===== config.mk =====
export PLATFORM = sky130hd
export DESIGN_NAME = drive_sink_sync
export DESIGN_NICKNAME = d
export VERILOG_FILES = /design/src/rtl/drive_sink_pkg.sv /design/src/rtl/sync_edge_det.sv /design/src/rtl/drive_sink_sync.sv
export SDC_FILE = /design/constraint.sdc
export NUM_CORES = 1
export LEC_CHECK = 0
export ABC_AREA = 0
export CAP_MARGIN = 20
export CORE_MARGIN = 3
export CORE_UTILIZATION = 25
export CTS_BUF_LIST = sky130_fd_sc_hd__clkbuf_16
export CTS_CLUSTER_SIZE = 12
export DETAILED_ROUTE_END_ITERATION = 6
export DONT_BUFFER_PORTS = 1
export GPL_ROUTABILITY_DRIVEN = 0
export GPL_TIMING_DRIVEN = 0
export PLACE_DENSITY = 0.45
export SETUP_SLACK_MARGIN = 0.15
export SLEW_MARGIN = 25
export SYNTH_ARGS = -nofsm -noshare
export SYNTH_HDL_FRONTEND = slang
export SYNTH_SLANG_ARGS = --single-unit

===== constraint.sdc =====
create_clock -name clk -period 2 [get_ports clk]
set_clock_uncertainty 0.05 [all_clocks]
set_input_delay 0.5 -clock clk [delete_from_list [all_inputs] [get_ports clk]]
set_output_delay 0.5 -clock clk [all_outputs]
set_load 0.01 [all_outputs]

===== src/rtl/drive_sink_pkg.sv =====
// Shared types and constants for the drive-sink consumer that sits downstream of the
// two-way wait-merge controller.
package drive_sink_pkg;

    typedef enum logic [1:0] {
        StIdle,
        StValid,
        StFree,
        StGap
    } sink_state_e;

    localparam int unsigned SyncStagesDef = 2;
    localparam int unsigned CntWDef       = 4;
    localparam int unsigned FreeWDef      = 2;
    localparam int unsigned GapWDef       = 2;
    localparam int unsigned EvtWDef       = 16;

    // Width of the shared free/gap cycle counter.
    function automatic int unsigned tmr_width(input int unsigned free_w,
                                              input int unsigned gap_w);
        int unsigned m;
        m = (free_w > gap_w) ? free_w : gap_w;
        return $clog2(m + 1);
    endfunction

endpackage


===== src/rtl/sync_edge_det.sv =====
// Multi-flop synchronizer for an asynchronous level, followed by a history flop that
// yields a single-cycle rising-edge strobe in the clk domain.
module sync_edge_det #(
    parameter int unsigned SYNC_STAGES = 2
) (
    input  logic clk_i,
    input  logic rst_i,
    input  logic d_i,
    output logic edge_o
);

    logic [SYNC_STAGES-1:0] sync_q;
    logic [SYNC_STAGES-1:0] fill_q;
    logic                   hist_q;
    logic                   hist_d;
    logic                   sync_out;

    assign sync_out = sync_q[SYNC_STAGES-1];

    // History is held high until the chain has refilled, so a level already high at
    // reset needs a low-then-high transition before it counts as an event.
    always_comb begin
        hist_d = 1'b1;
        if (fill_q[SYNC_STAGES-1]) begin
            hist_d = sync_out;
        end
    end

    always_ff @(posedge clk_i) begin
        if (rst_i) begin
            sync_q <= '0;
            fill_q <= '0;
            hist_q <= 1'b1;
        end else begin
            sync_q <= {sync_q[SYNC_STAGES-2:0], d_i};
            fill_q <= {fill_q[SYNC_STAGES-2:0], 1'b1};
            hist_q <= hist_d;
        end
    end

    assign edge_o = sync_out & ~hist_q;

endmodule


===== src/rtl/drive_sink_sync.sv =====
// Queues synchronized drive events as tokens, hands them out over valid/ready and
// answers each consumed token with a fixed-width free pulse back to the merge.
module drive_sink_sync
    import drive_sink_pkg::*;
#(
    parameter int unsigned SYNC_STAGES = SyncStagesDef,
    parameter int unsigned CNT_W       = CntWDef,
    parameter int unsigned FREE_W      = FreeWDef,
    parameter int unsigned GAP_W       = GapWDef,
    parameter int unsigned EVT_W       = EvtWDef
) (
    input  logic             clk,
    input  logic             rst,
    input  logic             i_drive,
    output logic             o_free,
    output logic             o_valid,
    input  logic             i_ready,
    output logic [CNT_W-1:0] o_pending,
    output logic             o_overflow,
    output logic [EVT_W-1:0] o_evt_cnt
);

    localparam int unsigned     TmrW   = tmr_width(FREE_W, GAP_W);
    localparam logic [CNT_W-1:0] CntMax = '1;

    sink_state_e      state_q, state_d;
    logic [TmrW-1:0]  tmr_q, tmr_d;
    logic [CNT_W-1:0] pending_q, pending_d;
    logic [EVT_W-1:0] evt_q, evt_d;
    logic             overflow_q, overflow_d;
    logic             valid_q, free_q;
    logic             drive_edge;
    logic             accept;

    sync_edge_det #(
        .SYNC_STAGES(SYNC_STAGES)
    ) u_sync_edge_det (
        .clk_i (clk),
        .rst_i (rst),
        .d_i   (i_drive),
        .edge_o(drive_edge)
    );

    assign accept = valid_q & i_ready;

    // A full counter drops only an unmatched edge; edge plus accept nets to zero.
    always_comb begin
        pending_d  = pending_q;
        overflow_d = overflow_q;
        if (drive_edge && !accept) begin
            if (pending_q == CntMax) begin
                overflow_d = 1'b1;
            end else begin
                pending_d = pending_q + 1'b1;
            end
        end else if (!drive_edge && accept) begin
            pending_d = pending_q - 1'b1;
        end
    end

    always_comb begin
        state_d = state_q;
        tmr_d   = tmr_q;
        evt_d   = evt_q;
        unique case (state_q)
            StIdle: begin
                if (pending_q != '0) begin
                    state_d = StValid;
                end
            end
            StValid: begin
                if (i_ready) begin
                    evt_d   = evt_q + 1'b1;
                    tmr_d   = '0;
                    state_d = StFree;
                end
            end
            StFree: begin
                if (tmr_q == TmrW'(FREE_W - 1)) begin
                    tmr_d   = '0;
                    state_d = StGap;
                end else begin
                    tmr_d = tmr_q + 1'b1;
                end
            end
            StGap: begin
                if (tmr_q == TmrW'(GAP_W - 1)) begin
                    tmr_d   = '0;
                    state_d = StIdle;
                end else begin
                    tmr_d = tmr_q + 1'b1;
                end
            end
            default: state_d = StIdle;
        endcase
    end

    always_ff @(posedge clk) begin
        if (rst) begin
            state_q    <= StIdle;
            tmr_q      <= '0;
            pending_q  <= '0;
            evt_q      <= '0;
            overflow_q <= 1'b0;
            valid_q    <= 1'b0;
            free_q     <= 1'b0;
        end else begin
            state_q    <= state_d;
            tmr_q      <= tmr_d;
            pending_q  <= pending_d;
            evt_q      <= evt_d;
            overflow_q <= overflow_d;
            valid_q    <= (state_d == StValid);
            free_q     <= (state_d == StFree);
        end
    end

    assign o_valid    = valid_q;
    assign o_free     = free_q;
    assign o_pending  = pending_q;
    assign o_overflow = overflow_q;
    assign o_evt_cnt  = evt_q;

endmodule

# [After elaboration in Yosys (flattened, before gate mapping)]
# Index checks and enable logic that the tools add are counted.
[totals] register_bits=32 latch_bits=0 ramBits=0 romBits=0 input_bits=4 out_inout_bits=23 word_cells=54 mem_count=0
[op_classes] add_sub_neg=4 n_mul=0 n_div=0 magnitude_cmp=0 n_eq_ne=9 shifts=0 mux=12 bitwise=4 n_reduce_logical=14
[op_table] op="$add A16 B1 Y16 const B" count=1
[op_table] op="$mux W2" count=6
[op_table] op="$mux W4" count=3
[op_table] op="$pmux W2 S4" count=1
[op_table] op="$reduce_and A2 Y1" count=4
[op_table] op="$eq A2 B1 Y1 const B" count=3
[op_table] op="$eq A2 B2 Y1 const B" count=3
[op_table] op="$add A4 B1 Y4 const B" count=1
[op_table] op="$eq A4 B4 Y1 const B" count=1
[op_table] op="$ne A2 B2 Y1 const B" count=2
[op_table] op="$pmux W2 S2" count=1
[op_table] op="$reduce_bool A2 Y1" count=2
[op_table] op="$reduce_bool A4 Y1" count=1
[op_table] op="$reduce_or A2 Y1" count=2
[op_table] op="$sub A4 B1 Y4 const B" count=1
[op_table] op="$add A2 B1 Y2 const B" count=1
[op_table] op="$and A1 B1 Y1" count=2
[op_table] op="$logic_and A1 B1 Y1" count=2
[op_table] op="$logic_not A1 Y1" count=2
[op_table] op="$logic_not A2 Y1" count=1
[op_table] op="$not A1 Y1" count=2
[op_table] op="$mux W1" count=1

# [Logic depth before layout (Yosys ltp)]
# Gate-level depths: netlist of the first run.
[depth] depth_word=6 mapped_depth=7 ltp_nobuf=7

# [Cells and area by module]
# From an unflattened synthesis of the first run, not the netlist that was laid out.
[hier_totals] hier_cells=151 area_unflattened_um2=1416.4
[by_module_without_submodules] module="drive_sink_sync" n_inst=1 cells_each=140 area_each_um2=1271.2
[by_module_without_submodules] module="sync_edge_det" n_inst=1 cells_each=11 area_each_um2=145.1

# [Worst setup path before layout of the first run]
# Ideal clock, no wire load.
[synth_path] path_kind="input to register" from="in i_ready" to="reg pending_q[3], in the netlist o_pending[3]" setup_time_ns=0.121 arrival_ns=1.821 setup_slack_ns=0.008 cell_stages=7 n_path_buf=0 path_cell_list="nand2_1 > nand2_1 > ha_1 > a21o_1 > a21oi_1 > mux2i_1 > mux2_2"
[synth_between] elab_chain_cells=5 elab_cells_between_ends=8
[synth_lines] item="start: declaration" line_no="drive_sink_sync.sv:17" rtl="input logic i_ready,"
[synth_lines] item="$and A1 B1 Y1 (*)" line_no="drive_sink_sync.sv:44" rtl="assign accept = valid_q & i_ready;"
[synth_lines] item="$logic_not A1 Y1" line_no="drive_sink_sync.sv:50" rtl="if (drive_edge && !accept) begin"
[synth_lines] item="$logic_and A1 B1 Y1" line_no="drive_sink_sync.sv:50"
[synth_lines] item="$ne A2 B2 Y1 (no source line) / $reduce_bool A2 Y1 (equally long branches)"
[synth_lines] item="$reduce_and A2 Y1 (no source line)"
[synth_lines] item="end signal: assignment" line_no="drive_sink_sync.sv:110" rtl="pending_q <= pending_d;"
[synth_lines] item="end: declaration" line_no="drive_sink_sync.sv:28" rtl="logic [CNT_W-1:0] pending_q, pending_d;"
# Every way passes the cells marked *; elsewhere a longest branch is shown, timed or not.
# A chain may end at the register's enable or synchronous reset.

# [Final worst setup path of the first run]
[layout_path] from="reg u_sync_edge_det.sync_q[1]" to="reg pending_q[3], in the netlist o_pending[3]"
[layout_between] elab_chain_cells=5 elab_cells_between_ends=8
[layout_lines] item="start: declaration" line_no="sync_edge_det.sv:12" rtl="logic [SYNC_STAGES-1:0] sync_q;"
[layout_lines] item="start signal: assignment" line_no="sync_edge_det.sv:35" rtl="sync_q <= {sync_q[SYNC_STAGES-2:0], d_i};"
[layout_lines] item="$and A1 B1 Y1 (*)" line_no="sync_edge_det.sv:41" rtl="assign edge_o = sync_out & ~hist_q;"
[layout_lines] item="$logic_not A1 Y1" line_no="drive_sink_sync.sv:56" rtl="end else if (!drive_edge && accept) begin"
[layout_lines] item="$logic_and A1 B1 Y1" line_no="drive_sink_sync.sv:56"
[layout_lines] item="$reduce_bool A2 Y1 (no source line)"
[layout_lines] item="$reduce_and A2 Y1 (no source line)"
# Marked as above.

==> impl_metrics.json, run 1 <==
{
  "htreeDepth": 2,
  "worst_pin_slew_ps": 638,
  "crit_type": "reg2reg",
  "clk_latency_ps": 270,
  "cts-buffers-inserted": 5,
  "core-area_sq_mm": 0.00527,
  "multi_input_area_sq_um": 803,
  "synth_top_cell_by_area": "dfxtp_1",
  "async_flop_share": 0,
  "critPathLaunchType": "flop",
  "clockBufferDepth": 2,
  "ys.warnings.count": 0,
  "cts_tree": "yes",
  "worstSetupEndpointType": "flop",
  "cts_num_sinks": 32,
  "synth.cell_area_sq_mm": 0.00141,
  "setup_viol": 0,
  "die-area_sq_mm": 0.00658,
  "startpoint": "u_sync_edge_det.sync_q[1]",
  "area_growth_pct": 28.4,
  "ys_ff_latch": 32,
  "vias": 1171,
  "drtIter0Drc": 49,
  "viasPerCell": 4.82,
  "ioPinCount": 27,
  "min_period_ps": 1830,
  "nNetsFinal": 180,
  "synth_cell_type_count": 37,
  "post-dp-hpwl_mm": 2.23,
  "status": "finished clean",
  "seq_area_frac_synth": 0.454,
  "grt_max_degree": 11,
  "synth_flop_cell": "dfxtp_1",
  "die_w_microns": 81.1,
  "utilization": 0.344,
  "powerDensity_mw_per_mm2": 977,
  "synth_common_cells": "dfxtp_1 (32), a21oi_1 (15), nor2_1 (14)",
  "die_h_microns": 81.1,
  "grt_pass1_vias": 1136,
  "rsz0062_at_grt": "yes",
  "wire_per_inst_microns": 13.4,
  "grt_pass1_wl_mm": 5.04,
  "timing.critical_path.cells": "nor2b_4 > nand2_4 > ha_4 > a21o_1 > a21oi_2 > mux2i_1 > mux2_2",
  "synth_cells": 159,
  "clk_pin_slew_ps": 50,
  "drive_gt1_frac": 0.266,
  "grt_usage": 0.101,
  "drc": 0,
  "synth_most_common_cell": "dfxtp_1",
  "worstPathRequired_ps": 2110,
  "crit_fanout": 3,
  "cpPeakStageDelay_ps": 350,
  "start_util": 0.268,
  "synth_fp_nets": 167,
  "whs_path_depth": 1,
  "maxCapViolations": 0,
  "diodes": 0,
  "final_antenna_net_count": 0,
  "power_mw": 1.77,
  "r2r_cells": 7,
  "hold_viol": 0,
  "synth_edf_count": 0,
  "worst-path-buf-inv": 0,
  "reg2reg_from": "u_sync_edge_det.sync_q[1]",
  "synthTopCellsByArea": "dfxtp_1 (45%), a21oi_1 (5.3%), o21ai_0 (4.6%)",
  "firstDrtPassIters": 4,
  "timing.hold.worst.start": "rst",
  "yosys.area.top_type_share": 0.454,
  "path_depth": 7,
  "portBuffers": 0,
  "slew_headroom": 0.575,
  "power_leakage_nw": 0.625,
  "fmax_mhz": 545,
  "critPathArrivalTime_ps": 1940,
  "syn_area_per_cell_sq_um": 8.87,
  "wirelength_mm": 3.26,
  "num_rows": 26,
  "fin_crit_sh": 0.917,
  "slew_violations": 0,
  "min_path_type": "in2reg",
  "antenna_found_initial": 0,
  "cp_top_family": "multiplexers",
  "grt-ovfl-total": 0,
  "seq_area_sq_um": 664,
  "peakVddDrop_v": 0.000418,
  "fill_cells": 566,
  "cp_slowest_cell": "mux2_2",
  "cts-root-buf": "clkbuf_16"
}
==> power breakdown <==
part / internal, mW / switching (mW) / leakage [nW] / total, mW
logic: 0.148 / 0.149 / 0.286 / 0.298
clock network: 0.446 / 0.245 / 0.0738 / 0.691
registers: 0.700 / 0.0797 / 0.265 / 0.780
total: 1.29 / 0.474 / 0.625 / 1.77
==> per-stage QoR <==
stage | setup WS [ps] | setup TNS, ps | std cells | hold WS, ps | instance area [sq um]
global route | 118 | 0 | 243 | 255 | 1810
detailed placement | -59.8 | -99.6 | 229 | 304 | 1520
global placement | -13.6 | -13.6 | 229 | 300 | 1520
finish | 166 | 0 | 243 | 257 | 1810
floorplan | 165 | 0 | 159 | 293 | 1430
CTS | 143 | 0 | 239 | 256 | 1730
==> cells by family after synthesis <==
family          Yosys count  share of synthesized area
compound gates           33                      0.125
xor+xnor                  8                     0.0497
fa+ha+maj                 4                     0.0408
buf+inv                  13                     0.0382
flops                    32                      0.454
mux                       3                     0.0222
simple gates             66                      0.270
==> cell usage in the layout, fill, tap and decap left out, types with 2 or more instances in the layout <==
master / instances
a211oi_1: 2
a21oi_1: 10
a21oi_2: 5
and4_1: 2
buf_4: 6
buf_6: 2
clkbuf_1: 4
clkbuf_16: 5
dfxtp_1: 21
dfxtp_2: 7
dfxtp_4: 4
ha_4: 2
inv_1: 7
mux2i_1: 2
nand2_1: 8
nand2_2: 2
nand3_1: 4
nand4_1: 4
nor2_1: 14
nor2b_1: 4
nor3_1: 7
o21ai_0: 13
or3_1: 6
xnor2_1: 5
xor2_1: 3
==> routing by layer <==
| layer | wire (microns) | up-vias | global-route usage |
|---|---|---|---|
| met2 | 1570 | 23 | 0.163 |
| met1 | 1410 | 557 | 0.117 |
| met4 | 53 | 0 | 0.0456 |
| li1 | - | 584 | - |
| met5 | 0 | - | 0 |
| met3 | 232 | 7 | 0.0399 |
==> sequential cells by signal (all words and copies together), names as in the netlist, 2 cells and up <==
name / cells
state_q: 2
o_pending: 4
tmr_q: 2
u_sync_edge_det.sync_q: 2
o_evt_cnt: 16
u_sync_edge_det.fill_q: 2
==> repair_timing <==
| action | in CTS | in global routing |
|---|---|---|
| pin swaps | 2 | 6 |
| hold buffers | 0 | 0 |
| gates resized for setup | 20 | 15 |
| endpoints found under the setup margin | 10 | 8 |
| buffers inserted | 2 | 4 |
==> final timing paths <==
kind	end	slack (ps)
max reg2reg	o_pending[3]	170
min	u_sync_edge_det.fill_q[0]	260
max	o_pending[3]	170
min reg2reg	u_sync_edge_det.hist_q	320
==> final cells by class <==
cell class / count / share of cell area
Multi-Input combinational cell: 114 / 0.444
Clock buffer: 5 / 0.0691
Timing Repair Buffer: 6 / 0.0249
Clock inverter: 3 / 0.00622
Inverter: 5 / 0.0104
Buffer: 8 / 0.0304
Sequential cell: 32 / 0.367
Tap cell: 70 / 0.0484
(Power assumes the default switching activity.)
==> run 2: changes to the inputs <==
--- a/config.mk
+++ b/config.mk
@@ -5,7 +5,7 @@
 export SDC_FILE = /design/constraint.sdc
 export NUM_CORES = 1
 export LEC_CHECK = 0
-export ABC_AREA = 0
+export ABC_AREA = 1
 export CAP_MARGIN = 20
 export CORE_MARGIN = 3
 export CORE_UTILIZATION = 25
@@ -14,9 +14,9 @@
 export DETAILED_ROUTE_END_ITERATION = 6
 export DONT_BUFFER_PORTS = 1
 export GPL_ROUTABILITY_DRIVEN = 0
-export GPL_TIMING_DRIVEN = 0
 export PLACE_DENSITY = 0.45
 export SETUP_SLACK_MARGIN = 0.15
+export SKIP_CTS_REPAIR_TIMING = 1
 export SLEW_MARGIN = 25
 export SYNTH_ARGS = -nofsm -noshare
 export SYNTH_HDL_FRONTEND = slang
==> run 2 against run 1 <==
  * Via count is 10% higher
  * Wire length is 0.71% lower
  * Clock power up 3.8%
  * Die area increased by 5.5%
  * Setup slack gained 170 ps
  * Sequential share of layout area is 0.16 points higher
  * Combinational power is 5% lower
  * Critical path depth increased by 3
  * Synthesized area is 5.9% higher
  * Register-to-register slack improved by 170 ps
  * Design area fell by 4.0%
  * First-iteration DRC count fell by 53%
  * Critical path type unchanged
  * Critical endpoint unchanged
  * Largest cell class unchanged
==> impl_metrics.json, run 2 <==
{
  "status": "finished clean",
  "synth_top_cell_by_area": "dfxtp_1",
  "post-dp-hpwl_mm": 2.43,
  "power_mw": 1.77,
  "synth_cell_type_count": 27,
  "pwr-share-clk": 0.404,
  "seq_area_frac_synth": 0.429,
  "cts-buffers-inserted": 5,
  "fin_crit_sh": 0.833,
  "async_flop_share": 0,
  "synth_common_cells": "nand2_1 (44), nor2_1 (38), dfxtp_1 (32)",
  "htreeDepth": 2,
  "min_path_type": "in2reg",
  "fmax_mhz": 600,
  "rsz0062_at_grt": "no",
  "core-area_sq_mm": 0.00564,
  "synth_adder_area_share": 0.0385,
  "synth_cells": 210,
  "firstDrtPassIters": 4,
  "worstPathRequired_ps": 2120,
  "diodes": 0,
  "syn_area_per_cell_sq_um": 7.11,
  "cp_top_family": "simple AND/OR/NAND/NOR gates",
  "drtIter0Drc": 23,
  "synth_fp_nets": 218,
  "whs_path_depth": 1,
  "worst_pin_slew_ps": 363,
  "crit_type": "reg2reg",
  "synth_xor_area_frac": 0.00586,
  "cts-root-buf": "clkbuf_16",
  "clk_latency_ps": 270,
  "yosys.area.top_type_share": 0.429,
  "die_h_microns": 83.3,
  "muxShareOfSynthArea": 0,
  "drive_gt1_frac": 0.110,
  "seq_area_sq_um": 641,
  "path_common_cell": "nand2_1",
  "fill_cells": 613,
  "internal_power_mw": 1.25,
  "synth.cell_area_sq_mm": 0.00149,
  "cts_tree": "yes",
  "final_antenna_net_count": 0,
  "nNetsFinal": 226,
  "powerDensity_mw_per_mm2": 1020,
  "antenna_found_initial": 0,
  "start_util": 0.265,
  "setup_slack_ps": 333,
  "r2r_cells": 10,
  "die-area_sq_mm": 0.00694,
  "peakVddDrop_v": 0.000372,
  "num_rows": 27,
  "swShare": 0.292,
  "synth_compound_area_frac": 0.102,
  "critPathArrivalTime_ps": 1780,
  "portBuffers": 0,
  "timing.critical_path.cells": "nand2_1 > nand3_1 > ha_1 > or2_2 > nand2_1 > nand2_1 > nand3_1 > nand2_1 > inv_1 > nor2_1",
  "cp_slowest_cell": "dfxtp_1",
  "clockBufferDepth": 2,
  "synth_most_common_cell": "nand2_1",
  "grt-ovfl-total": 0,
  "grt_pass1_wl_mm": 5.78,
  "path_depth": 10,
  "clk_pin_slew_ps": 50,
  "slew_headroom": 0.757,
  "ys.warnings.count": 0,
  "crit_fanout": 2,
  "grt_usage": 0.102,
  "p_seq_frac": 0.436,
  "setup_viol": 0,
  "combPwrFrac": 0.159,
  "hold_viol": 0,
  "vias": 1290,
  "wire_per_inst_microns": 11.1,
  "ioPinCount": 27,
  "grt_pass1_vias": 1253,
  "synth_top_family_by_area": "simple AND/OR/NAND/NOR gates",
  "mostFrequentLayoutCell": "nand2_1",
  "grt_max_degree": 15,
  "wirelength_mm": 3.24,
  "worst-path-buf-inv": 1,
  "setup-tns-final_ps": 0,
  "cpPeakStageDelay_ps": 340,
  "power_leakage_nw": 0.702,
  "synth_edf_count": 0,
  "drc": 0,
  "ys_ff_latch": 32,
  "largest_register_ffs": 16,
  "viasPerCell": 4.43,
  "min_period_ps": 1670,
  "dpl_worst_slack_ps": 194,
  "area_growth_pct": 16.3,
  "die_w_microns": 83.3,
  "switchingPower_mw": 0.518,
  "synthTopCellsByArea": "dfxtp_1 (43%), nand2_1 (11%), nor2_1 (9.5%)",
  "synth_flop_cell": "dfxtp_1",
  "multi_input_area_sq_um": 747,
  "cts_num_sinks": 32,
  "critPathLaunchType": "flop",
  "slew_violations": 0,
  "synth_simple_gate_area_frac": 0.353,
  "worstSetupEndpointType": "flop",
  "maxCapViolations": 0,
  "final_cell_mix": "nand2_1 (44), nor2_1 (38), dfxtp_1 (32)"
}
run 2: cell types whose count changed in the layout (fill, tap and decap cells not counted), moves of 6 or more:
cell,change
nand2_1,+36
nor2_1,+24
inv_1,+16
nand3_1,+13
dfxtp_1,+11
o21ai_0,-8
dfxtp_2,-7
o21ai_1,+7
or3_1,-6
run 2: layer usage:
metal  wire, microns  global-route usage  share of wire  up-vias
met5               0                   0              0        -
met3             230              0.0437          0.071        4
li1                -                   -              -      695
met2            1350               0.154           0.42       25
met4              33              0.0357          0.010        0
met1            1620               0.131           0.50      566
run 2: final timing paths:
kind,startpoint,end,slack [ps]
worst max-delay path,o_valid,o_pending[3],330
worst min-delay path,rst,state_q[0],250
worst max register to register,o_valid,o_pending[3],330
worst min register to register,u_sync_edge_det.fill_q[1],u_sync_edge_det.hist_q,330
run 2: metrics by stage:
stage | cell area, sq um | utilization | instances | hold WS (ps)
2_1_floorplan | 1490 | - | 210 | 300
3_3_place_gp | 1600 | 0.283 | 283 | 304
3_5_place_dp | 1600 | 0.283 | 283 | 314
4_1_cts | 1740 | 0.308 | 291 | 237
5_1_grt | 1740 | 0.308 | 291 | 235
6_report | 1740 | 0.308 | 291 | 245
run 2: logic make-up after synthesis:
logic type,count (synthesis)
AOI/OAI and AO/OA,29
adders and majority gates,4
and+or+nand+nor,116
xor gates and xnor gates,1
buffers and inverters,28
DFF,32
run 2: cell type report:
class / instances / area share
Inverter: 26 / 0.0562
Clock inverter: 3 / 0.00864
Timing Repair Buffer: 3 / 0.0130
Sequential cell: 32 / 0.369
Tap cell: 72 / 0.0518
Multi-Input combinational cell: 150 / 0.430
Clock buffer: 5 / 0.0720
run 2: power groups by stage:
stage / Clock, mW / Sequential (mW) / Combinational (mW)
after detailed placement: 0 / 0.789 / 0.284
after floorplan: 0 / 0.774 / 0.231
after CTS: 0.738 / 0.775 / 0.286
after global routing: 0.770 / 0.787 / 0.335
after global placement: 0 / 0.790 / 0.288
final: 0.717 / 0.773 / 0.282
==> run 3: changes to the inputs <==
--- a/config.mk
+++ b/config.mk
@@ -14,7 +14,7 @@
 export DETAILED_ROUTE_END_ITERATION = 6
 export DONT_BUFFER_PORTS = 1
 export GPL_ROUTABILITY_DRIVEN = 0
-export PLACE_DENSITY = 0.45
+export PLACE_DENSITY = 0.43
 export SETUP_SLACK_MARGIN = 0.15
 export SKIP_CTS_REPAIR_TIMING = 1
 export SLEW_MARGIN = 25
==> constraint.sdc (replaced) <==
create_clock -name clk -period 1.65 [get_ports clk]
set_clock_uncertainty 0.05 [all_clocks]
set_input_delay 0.4125 -clock clk [delete_from_list [all_inputs] [get_ports clk]]
set_output_delay 0.4125 -clock clk [all_outputs]
set_load 0.01 [all_outputs]
==> run 3 against run 2 <==
  * Via count grew 2.7%
  * Combinational power increased by 58%
  * Non-clock buffer count rose by 7
  * Register-to-register slack got worse by 130 ps
  * Wire length rose by 6.4%
==> impl_metrics.json, run 3 (same netlist as run 2, synthesis figures left out) <==
{
  "die-area_sq_mm": 0.00694,
  "mostFrequentLayoutCell": "nand2_1",
  "die_w_microns": 83.3,
  "ioPinCount": 27,
  "fin_crit_sh": 0.878,
  "clk_pin_slew_ps": 50,
  "grt_pass1_wl_mm": 5.93,
  "min_period_ps": 1450,
  "worstPathRequired_ps": 1770,
  "seq_area_sq_um": 647,
  "min_path_type": "in2reg",
  "final_cell_mix": "nand2_1 (40), nor2_1 (36), dfxtp_1 (27)",
  "worstSetupEndpointType": "flop",
  "maxCapViolations": 0,
  "worst_pin_slew_ps": 362,
  "setup-tns-final_ps": 0,
  "cts-root-buf": "clkbuf_16",
  "drive_gt1_frac": 0.213,
  "num_rows": 27,
  "firstDrtPassIters": 4,
  "drc": 0,
  "diodes": 0,
  "critPathArrivalTime_ps": 1570,
  "htreeDepth": 2,
  "power_leakage_nw": 0.772,
  "utilization": 0.333,
  "start_util": 0.265,
  "crit_type": "reg2reg",
  "post_dp_cell_area_sq_mm": 0.00168,
  "cts_tree": "yes",
  "post-dp-hpwl_mm": 2.46,
  "antenna_found_initial": 0,
  "grt_usage": 0.108,
  "reg2reg_from": "o_valid",
  "wirelength_mm": 3.45,
  "cp_slowest_cell": "dfxtp_2",
  "hold-worst-slack_ps": 146,
  "fin_area_sq_mm": 0.00188,
  "largest_register_ffs": 16,
  "fmax_mhz": 691,
  "timing.hold.worst.start": "rst",
  "grt_busiest_layer": "met2",
  "power_mw": 2.24,
  "fill_cells": 603,
  "cts-buffers-inserted": 5,
  "grt_use_met3": 0.0585,
  "clockBufferDepth": 2,
  "drtIter0Drc": 39,
  "critPathLaunchType": "flop",
  "setup_viol": 0,
  "peakVddDrop_v": 0.000453,
  "path_common_cell": "nand2_2",
  "timing.critical_path.cells": "nand2_4 > nand3_4 > ha_4 > or2_4 > nand2_2 > nand2_2 > nand3_1 > nand2_1 > inv_1 > nor2_1",
  "nNetsFinal": 233,
  "die_h_microns": 83.3,
  "grt_pass1_vias": 1264,
  "wire_per_inst_microns": 11.6,
  "final_antenna_net_count": 0,
  "clk_latency_ps": 270,
  "rsz0062_at_grt": "yes",
  "vias": 1325,
  "multi_input_area_sq_um": 821,
  "slew_headroom": 0.758,
  "status": "finished clean",
  "viasPerCell": 4.46,
  "grt_max_degree": 17,
  "cpPeakStageDelay_ps": 330,
  "grt-ovfl-total": 0,
  "cts_num_sinks": 32,
  "core-area_sq_mm": 0.00564,
  "use_met2": 0.147,
  "use_met1": 0.135,
  "r2r_cells": 10,
  "powerDensity_mw_per_mm2": 1190,
  "area_growth_pct": 25.6,
  "timing.rr.end": "o_pending[3]",
  "worstSetupEndpoint": "o_pending[3]",
  "portBuffers": 0,
  "startpoint": "o_valid",
  "slew_violations": 0,
  "timing.reg2reg.setup_slack_ps": 200,
  "hold_viol": 0,
  "crit_fanout": 4
}
run 3: per-layer routing:
layer | share of wire | wire length (microns)
met1 | 0.45 | 1550
met2 | 0.44 | 1500
met3 | 0.088 | 303
met4 | 0.026 | 91
met5 | 0 | 0
run 3: area by class of cell:
| type | count | area share |
|---|---|---|
| multi-input combinational | 150 | 0.437 |
| sequential | 32 | 0.345 |
| clock buffer | 5 | 0.0667 |
| inverter | 26 | 0.0520 |
| tap | 72 | 0.0480 |
| timing repair buffer | 10 | 0.0467 |
| clock inverter | 2 | 0.00467 |
run 3: how the worst min path moves through the flow:
stage                        endpoint  slack [ps]  depth (start not counted)
2_1_floorplan  u_sync_edge_det.hist_q         300                          1
3_3_place_gp   u_sync_edge_det.hist_q         300                          1
3_5_place_dp   u_sync_edge_det.hist_q         310                          1
4_1_cts                  o_pending[1]         140                          1
5_1_grt                       o_valid         130                          1
6_report                   state_q[0]         150                          1
run 3: per-stage QoR:
stage,std cells,setup slack [ps]
floorplan,210,168
global placement,287,119
detailed placement,287,112
CTS,294,162
global route,297,107
finish,297,202
run 3: critical path, delay by kind of cell (launching register included):
family	cells	cell delay, ps
and+or+nand+nor	8	680
DFF	1	330
adders and majority gates	1	240
buffers and inverters	1	40
run 3: power by group:
part           leakage (nW)  switching (mW)  total (mW)  internal [mW]
clock network        0.0709           0.312       0.853          0.541
registers             0.262          0.0881       0.939          0.851
logic                 0.440           0.259       0.445          0.186
total                 0.772           0.659        2.24           1.58
